## config.mk

```make
export PLATFORM = sky130hd
export DESIGN_NAME = rst_req_gen
export DESIGN_NICKNAME = d
export VERILOG_FILES = /design/src/rtl/rst_req_gen.sv
export SDC_FILE = /design/constraint.sdc
export NUM_CORES = 1
export LEC_CHECK = 0
export CORE_ASPECT_RATIO = 1.75
export CORE_MARGIN = 2
export CORE_UTILIZATION = 45
export CTS_CLUSTER_DIAMETER = 150
export DETAILED_ROUTE_END_ITERATION = 16
export GPL_TIMING_DRIVEN = 1
export HOLD_SLACK_MARGIN = 0.03
export PLACE_DENSITY_LB_ADDON = 0.25
export SYNTH_ARGS = -nofsm -noshare
export SYNTH_HDL_FRONTEND = slang
export SYNTH_SLANG_ARGS = --single-unit
```

## constraint.sdc

```tcl
create_clock -name clk_i -period 2.4 [get_ports clk_i]
set_input_delay 0.24 -clock clk_i [delete_from_list [all_inputs] [get_ports clk_i]]
set_output_delay 0.24 -clock clk_i [all_outputs]
set_load 0.01 [all_outputs]
```

## src/rtl/rst_req_gen.sv

```systemverilog
// rtl/rst_req_gen.sv - merges ndmreset, software and watchdog sources into one stretched reset request
// Runs on the power-on domain so its state and cause bits survive the system reset it requests.

module rst_req_gen #(
    parameter int unsigned STRETCH = 16,
    parameter int unsigned WDOG_W  = 32
) (
    input  logic              clk_i,
    input  logic              rst_ni,
    input  logic              ndmreset_req_i,
    input  logic              sw_rst_req_i,
    input  logic              wdog_en_i,
    input  logic              wdog_kick_i,
    input  logic [WDOG_W-1:0] wdog_limit_i,
    input  logic              cause_clr_i,
    output logic              rst_req_o,
    output logic [2:0]        rst_cause_o,
    output logic [WDOG_W-1:0] wdog_count_o
);

    localparam int unsigned CNT_W = $clog2(STRETCH + 1);

    typedef enum logic [1:0] {
        IDLE   = 2'd0,
        ASSERT = 2'd1,
        HOLD   = 2'd2
    } state_t;

    state_t           state;
    logic [CNT_W-1:0] stretch_cnt;

    logic       wdog_armed;
    logic       bite;
    logic       trigger;
    logic       accept;
    logic [2:0] cause_set;

    assign wdog_armed = wdog_en_i && (wdog_limit_i != '0);
    // >= rather than == so that lowering the limit below the count still bites
    assign bite       = wdog_armed && (wdog_count_o >= wdog_limit_i);
    assign trigger    = ndmreset_req_i | sw_rst_req_i | bite;
    assign accept     = (state == IDLE) && trigger;
    assign cause_set  = {bite, sw_rst_req_i, ndmreset_req_i};

    always_ff @(posedge clk_i or negedge rst_ni) begin
        if (!rst_ni) begin
            state       <= IDLE;
            stretch_cnt <= '0;
            rst_req_o   <= 1'b0;
        end else begin
            case (state)
                IDLE: begin
                    if (trigger) begin
                        state       <= ASSERT;
                        stretch_cnt <= CNT_W'(STRETCH);
                        rst_req_o   <= 1'b1;
                    end else begin
                        rst_req_o   <= 1'b0;
                    end
                end
                ASSERT: begin
                    if (stretch_cnt == CNT_W'(1)) begin
                        if (ndmreset_req_i) begin
                            state     <= HOLD;
                            rst_req_o <= 1'b1;
                        end else begin
                            state     <= IDLE;
                            rst_req_o <= 1'b0;
                        end
                    end else begin
                        stretch_cnt <= stretch_cnt - 1'b1;
                        rst_req_o   <= 1'b1;
                    end
                end
                HOLD: begin
                    if (ndmreset_req_i) begin
                        rst_req_o <= 1'b1;
                    end else begin
                        state     <= IDLE;
                        rst_req_o <= 1'b0;
                    end
                end
                default: begin
                    state     <= IDLE;
                    rst_req_o <= 1'b0;
                end
            endcase
        end
    end

    // Cause bits: a set in the same cycle as a clear wins for that bit only
    always_ff @(posedge clk_i or negedge rst_ni) begin
        if (!rst_ni) begin
            rst_cause_o <= 3'b000;
        end else begin
            rst_cause_o <= (cause_clr_i ? 3'b000 : rst_cause_o) | cause_set;
        end
    end

    always_ff @(posedge clk_i or negedge rst_ni) begin
        if (!rst_ni) begin
            wdog_count_o <= '0;
        end else if (!wdog_en_i || wdog_kick_i || bite || accept) begin
            wdog_count_o <= '0;
        end else if ((state == IDLE) && wdog_armed && (wdog_count_o != '1)) begin
            wdog_count_o <= wdog_count_o + 1'b1;
        end
    end

endmodule

```

Yosys cells after proc, flatten, opt, wreduce, memory -nomap -nowiden --
Cells that the tools add are included.
Storage, ports and cells: output and inout port bits 36, flip-flop bits (word level) 43, logic and storage cells 49
Cells by class: magnitude comparators 1, eq/ne operators 8, $add $sub $neg 2, bitwise gates (word level) 3, reduce and logical (&&, ||, !) cells 15, multiplexer cells 15
Operators by type and width (number):
- $mux W32 | 2
- $add A32 B1 Y32 const B | 1
- $ge A32 B32 Y1 | 1
- $ne A32 B32 Y1 const B | 1
- $reduce_bool A32 Y1 | 1
- $mux W5 | 2
- $pmux W5 S2 | 1
- $mux W2 | 4
- $ne A2 B2 Y1 const B | 4
- $pmux W2 S3 | 1
- $reduce_and A3 Y1 | 2
- $eq A5 B1 Y1 const B | 1
- $logic_and A1 B1 Y1 | 5
- $sub A5 B1 Y5 const B | 1
- $reduce_bool A2 Y1 | 2
- $logic_or A1 B1 Y1 | 3
- $mux W1 | 3
- $mux W3 | 1
- $or A3 B3 Y3 | 1
- $pmux W1 S3 | 1
- $eq A2 B1 Y1 const B | 1
- $eq A2 B2 Y1 const B | 1
- $logic_not A2 Y1 | 1
- $or A1 B1 Y1 | 2
- $logic_not A1 Y1 | 1

Depth between registers and ports, before layout --
depth in word-level cells 7, mapped depth 9, gate-level depth less buffers 8

Worst setup path after synthesis --
OpenSTA, ideal clock, no wires.
kind reg2reg, start register wdog_count_o[14], end register stretch_cnt[1], data required time 2275 ps, path slack -139 ps, period minus slack after synthesis 2539 ps, stages on the path, launching flop included 8, arrival 2414 ps, path through dfrtp_1 > ha_1 > nand4_1 > nor3_1 > or4b_1 > a311o_1 > a31o_2 > mux2_4
On the way: word-level cells in the longest chain between the ends 5
Ends and longest elaborated chain:
- start: declaration | RTL line 18 | output logic [WDOG_W-1:0] wdog_count_o
- start signal: assignment | RTL line 106 | wdog_count_o <= wdog_count_o + 1'b1;
- $ge A32 B32 Y1 | RTL line 40 | assign bite = wdog_armed && (wdog_count_o >= wdog_limit_i);
- $logic_and A1 B1 Y1 | RTL line 40
- $or A1 B1 Y1 | RTL line 41 | assign trigger = ndmreset_req_i | sw_rst_req_i | bite;
- $ne A2 B2 Y1 (no source line)
- $reduce_and A3 Y1 (no source line)
- end signal: assignment | RTL line 55 | stretch_cnt <= CNT_W'(STRETCH);
- end signal: assignment | RTL line 71 | stretch_cnt <= stretch_cnt - 1'b1;
- end: declaration | RTL line 30 | logic [CNT_W-1:0] stretch_cnt;
No other way between the ends. A chain may end at the register's enable or synchronous reset.

Worst setup path in the final report --
Same ends and word-level chain as after synthesis.

==> summary.md <==
| Metric | Value |
|---|---|
| Layout Nets | 574 |
| Post-placement cell count | 574 |
| Status | finished with violations |
| Root buf cell | clkbuf_16 |
| Cell area power density | 461 nW/um^2 |
| R2R setup slack | -0.06 ns |
| Grt ovf | 0 |
| Failing checks | negative setup slack |
| Ys async rst share | 100% |
| Prevailing post-synth register cell | dfrtp_1 |
| Leak pwr | 2.12 nW |
| Fraction of layout cells with a size suffix above 1 | 18.4% |
| Worst-path cell chain | ha_4 -> nand4_1 -> nor3_2 -> or4b_4 -> a311o_1 -> a31o_4 -> mux2_4 |
| Worst setup EP type | flip-flop |
| Syn Nets | 444 |
| Avg Synthesized Cell Area | 8.69 sq um |
| Post-Route Skew | 0.00719 ns |
| WP buf/inv | 0 |
| Post-synth top cells | dfrtp_1 (43), inv_1 (43), nor3_1 (36) |
| Overall routed net length | 9530 um |
| Post-synth design cell area | 3210 sq um |
| Setup ws final | -0.0555 ns |
| Number of global-route vias before repair | 3,405 |
| CP max-delay cell | or4b_4 |
| Reg clk slew, reported paths | 0.06 ns |
| Layout area overhead | 47.9% |
| Die ar. | 7860 sq um |
| Fmax | 407 MHz |
| Period utilization | 102% |
| Final period demand of the worst path | 2.46 ns |
| Post-synth EDFFs | 0 |
| Die width | 67.9 um |
| Slew Viols, Final | 0 |
| Fin cells | 585 |
| Tot GR Track Use | 26.2% |
| Pin count of the biggest net entering global routing | 33 |
| Worst-margin pin slew | 0.717 ns |
| Skew-Pair Late Insertion Delay | 0.29 ns |
| Setup CP Type | reg -> reg |
| # diodes | 0 |
| Sequential-to-total area share from yosys stat | 33.5% |
| I/O pin count | 75 |
| Sink Count | 43 |
| Crit path DAT | 2.63 ns |
| Core Area | 6910 sq um |
| Required time of the critical path | 2.58 ns |
| Largest cells by area after synthesis | dfrtp_1 (33%), ha_1 (14%), nor3_1 (5.6%) |
| Starting DRT DRC Count | 149 |
| CTS Buf Count | 5 |
| First-pass GRT wire length | 15,500 um |
| Wire per inst | 16.3 um |
| Post-route ant nets | 0 |
| CP max FO | 6 |
| DRT Pass-1 Iters | 4 |
| Initial core utilization | 46.5% |
| PortBufs | 74 |
| # DRC | 0 |
| Layout Utilization | 68.8% |
| CP peak stage delay | 0.47 ns |
| Setup repair after global routing missed its margin | true |
| Hold Vio Cnt, Final | 0 |
| Synth area leader | dfrtp_1 |
| CTS Buffer Depth | 2 |
| Gpl congestion | 0.873 |
| Total number of vias | 3,313 |
| Syn Inst Count | 370 |
| # setup viols final | 37 |
| Max cap viols | 0 |
| Antenna violations before repair | 0 |
| Yosys top cell area share | 33.5% |
| Via/cell ratio | 5.66 |
| Synth warn | 0 |
| Hold WC Path Type | reg -> reg |
| Worst hold margin | 0.479 ns |
| Rows | 40 |
| Synth unique cells | 47 |
| Worst path top cell family by delay | simple AND/OR/NAND/NOR gates |
| Peak supply drop | 0.466 mV |
| CTS tree | done |
| Slew HR | 52.2% |
| Hpwl dp | 7460 um |
| CTS HTree Levels | 2 |
| Vert. Die Dim | 116 um |
| Yosys reg bits | 43 |
| CP startpoint kind | flip-flop |
-- kinds of logic after synthesis --
family,share of synthesized area (%)
AOI/OAI and AO/OA,9.93
buffers and inverters,6.42
DFF,33.5
muxes,1.13
and+or+nand+nor,27.2
adders and majority gates,13.6
xor gates and xnor gates,8.17
-- per-layer routing --
layer  global-route usage, %  routed length, um  vias up
li1                        -                  -     1606
met1                    29.4               3560     1577
met2                    46.7               5160      105
met3                    3.30                386       25
met4                    14.1                422        0
met5                       0                  0        -
-- cell type report --
type | instances | area, sq um
fillers | 590 | 2150
flip-flops and latches | 43 | 1080
well taps | 84 | 105
clock buffers | 6 | 139
multi-input cells | 273 | 2030
repair buffers | 134 | 1200
inverters | 43 | 161
clock inverters | 2 | 35.0
-- path summary, 6_finish.rpt --
kind                                  startpoint               end  depth (start not counted)
worst max register to register  wdog_count_o[14]    stretch_cnt[1]                          7
worst min-delay path              rst_cause_o[0]    rst_cause_o[0]                          1
worst max-delay path            wdog_count_o[14]    stretch_cnt[1]                          7
min in group asynchronous                 rst_ni  wdog_count_o[26]                          2
max in group asynchronous                 rst_ni  wdog_count_o[25]                          3
worst min register to register    rst_cause_o[0]    rst_cause_o[0]                          1
-- state kept, by name (all words and copies together) (netlist names) --
name,flops
rst_cause_o,3
wdog_count_o,32
rst_req_o,1
stretch_cnt,5
state,2
-- metrics by stage --
stage / instance area, sq um / setup WS, ns / setup TNS (ns) / power, W
floorplan: 3230 / 0.00759 / 0 / 0.00117
global placement: 4470 / -0.373 / -12.62 / 0.00136
detailed placement: 4470 / -0.409 / -14.52 / 0.00138
CTS: 4720 / -0.0458 / -0.801 / 0.00218
global route: 4750 / -0.192 / -6.30 / 0.00230
finish: 4750 / -0.0555 / -0.997 / 0.00219
-- cell usage in the layout, fill, tap and decap left out, drive strengths merged, types with 2 or more instances in the layout --
| master | count |
|---|---|
| and2 | 7 |
| o21ai | 6 |
| a21o | 4 |
| dfrtp | 43 |
| clkbuf | 6 |
| nor4b | 2 |
| ha | 35 |
| o31ai | 2 |
| o22a | 2 |
| buf | 60 |
| nor2 | 13 |
| a211oi | 5 |
| mux2 | 2 |
| a21oi | 14 |
| xnor2 | 11 |
| dlymetal6s2s | 2 |
| and3 | 4 |
| inv | 43 |
| nand4 | 20 |
| a31oi | 2 |
| xor2 | 19 |
| clkdlybuf4s50 | 64 |
| or4 | 2 |
| nor3 | 37 |
| and4 | 6 |
| nor2b | 3 |
| nor4 | 16 |
| nand2b | 2 |
| nand2 | 22 |
| dlygate4sd2 | 7 |
| nand3 | 20 |
| a22oi | 3 |
| nor3b | 2 |
-- report_power, final --
part           switching [W]  internal, W  total, W
Clock               0.000275     0.000517  0.000792
Sequential         0.0000587     0.000787  0.000846
Combinational       0.000264     0.000290  0.000554
Total               0.000598      0.00159   0.00219
-- timing repair --
item                       CTS  global route
hold buffers                 1             0
hold endpoints to repair    29             0
setup endpoints to repair   37            39
gates resized for setup     16             8
pin swaps                    5             2
setup buffers                2             1
No activity file was read; power rests on OpenSTA's default activity.
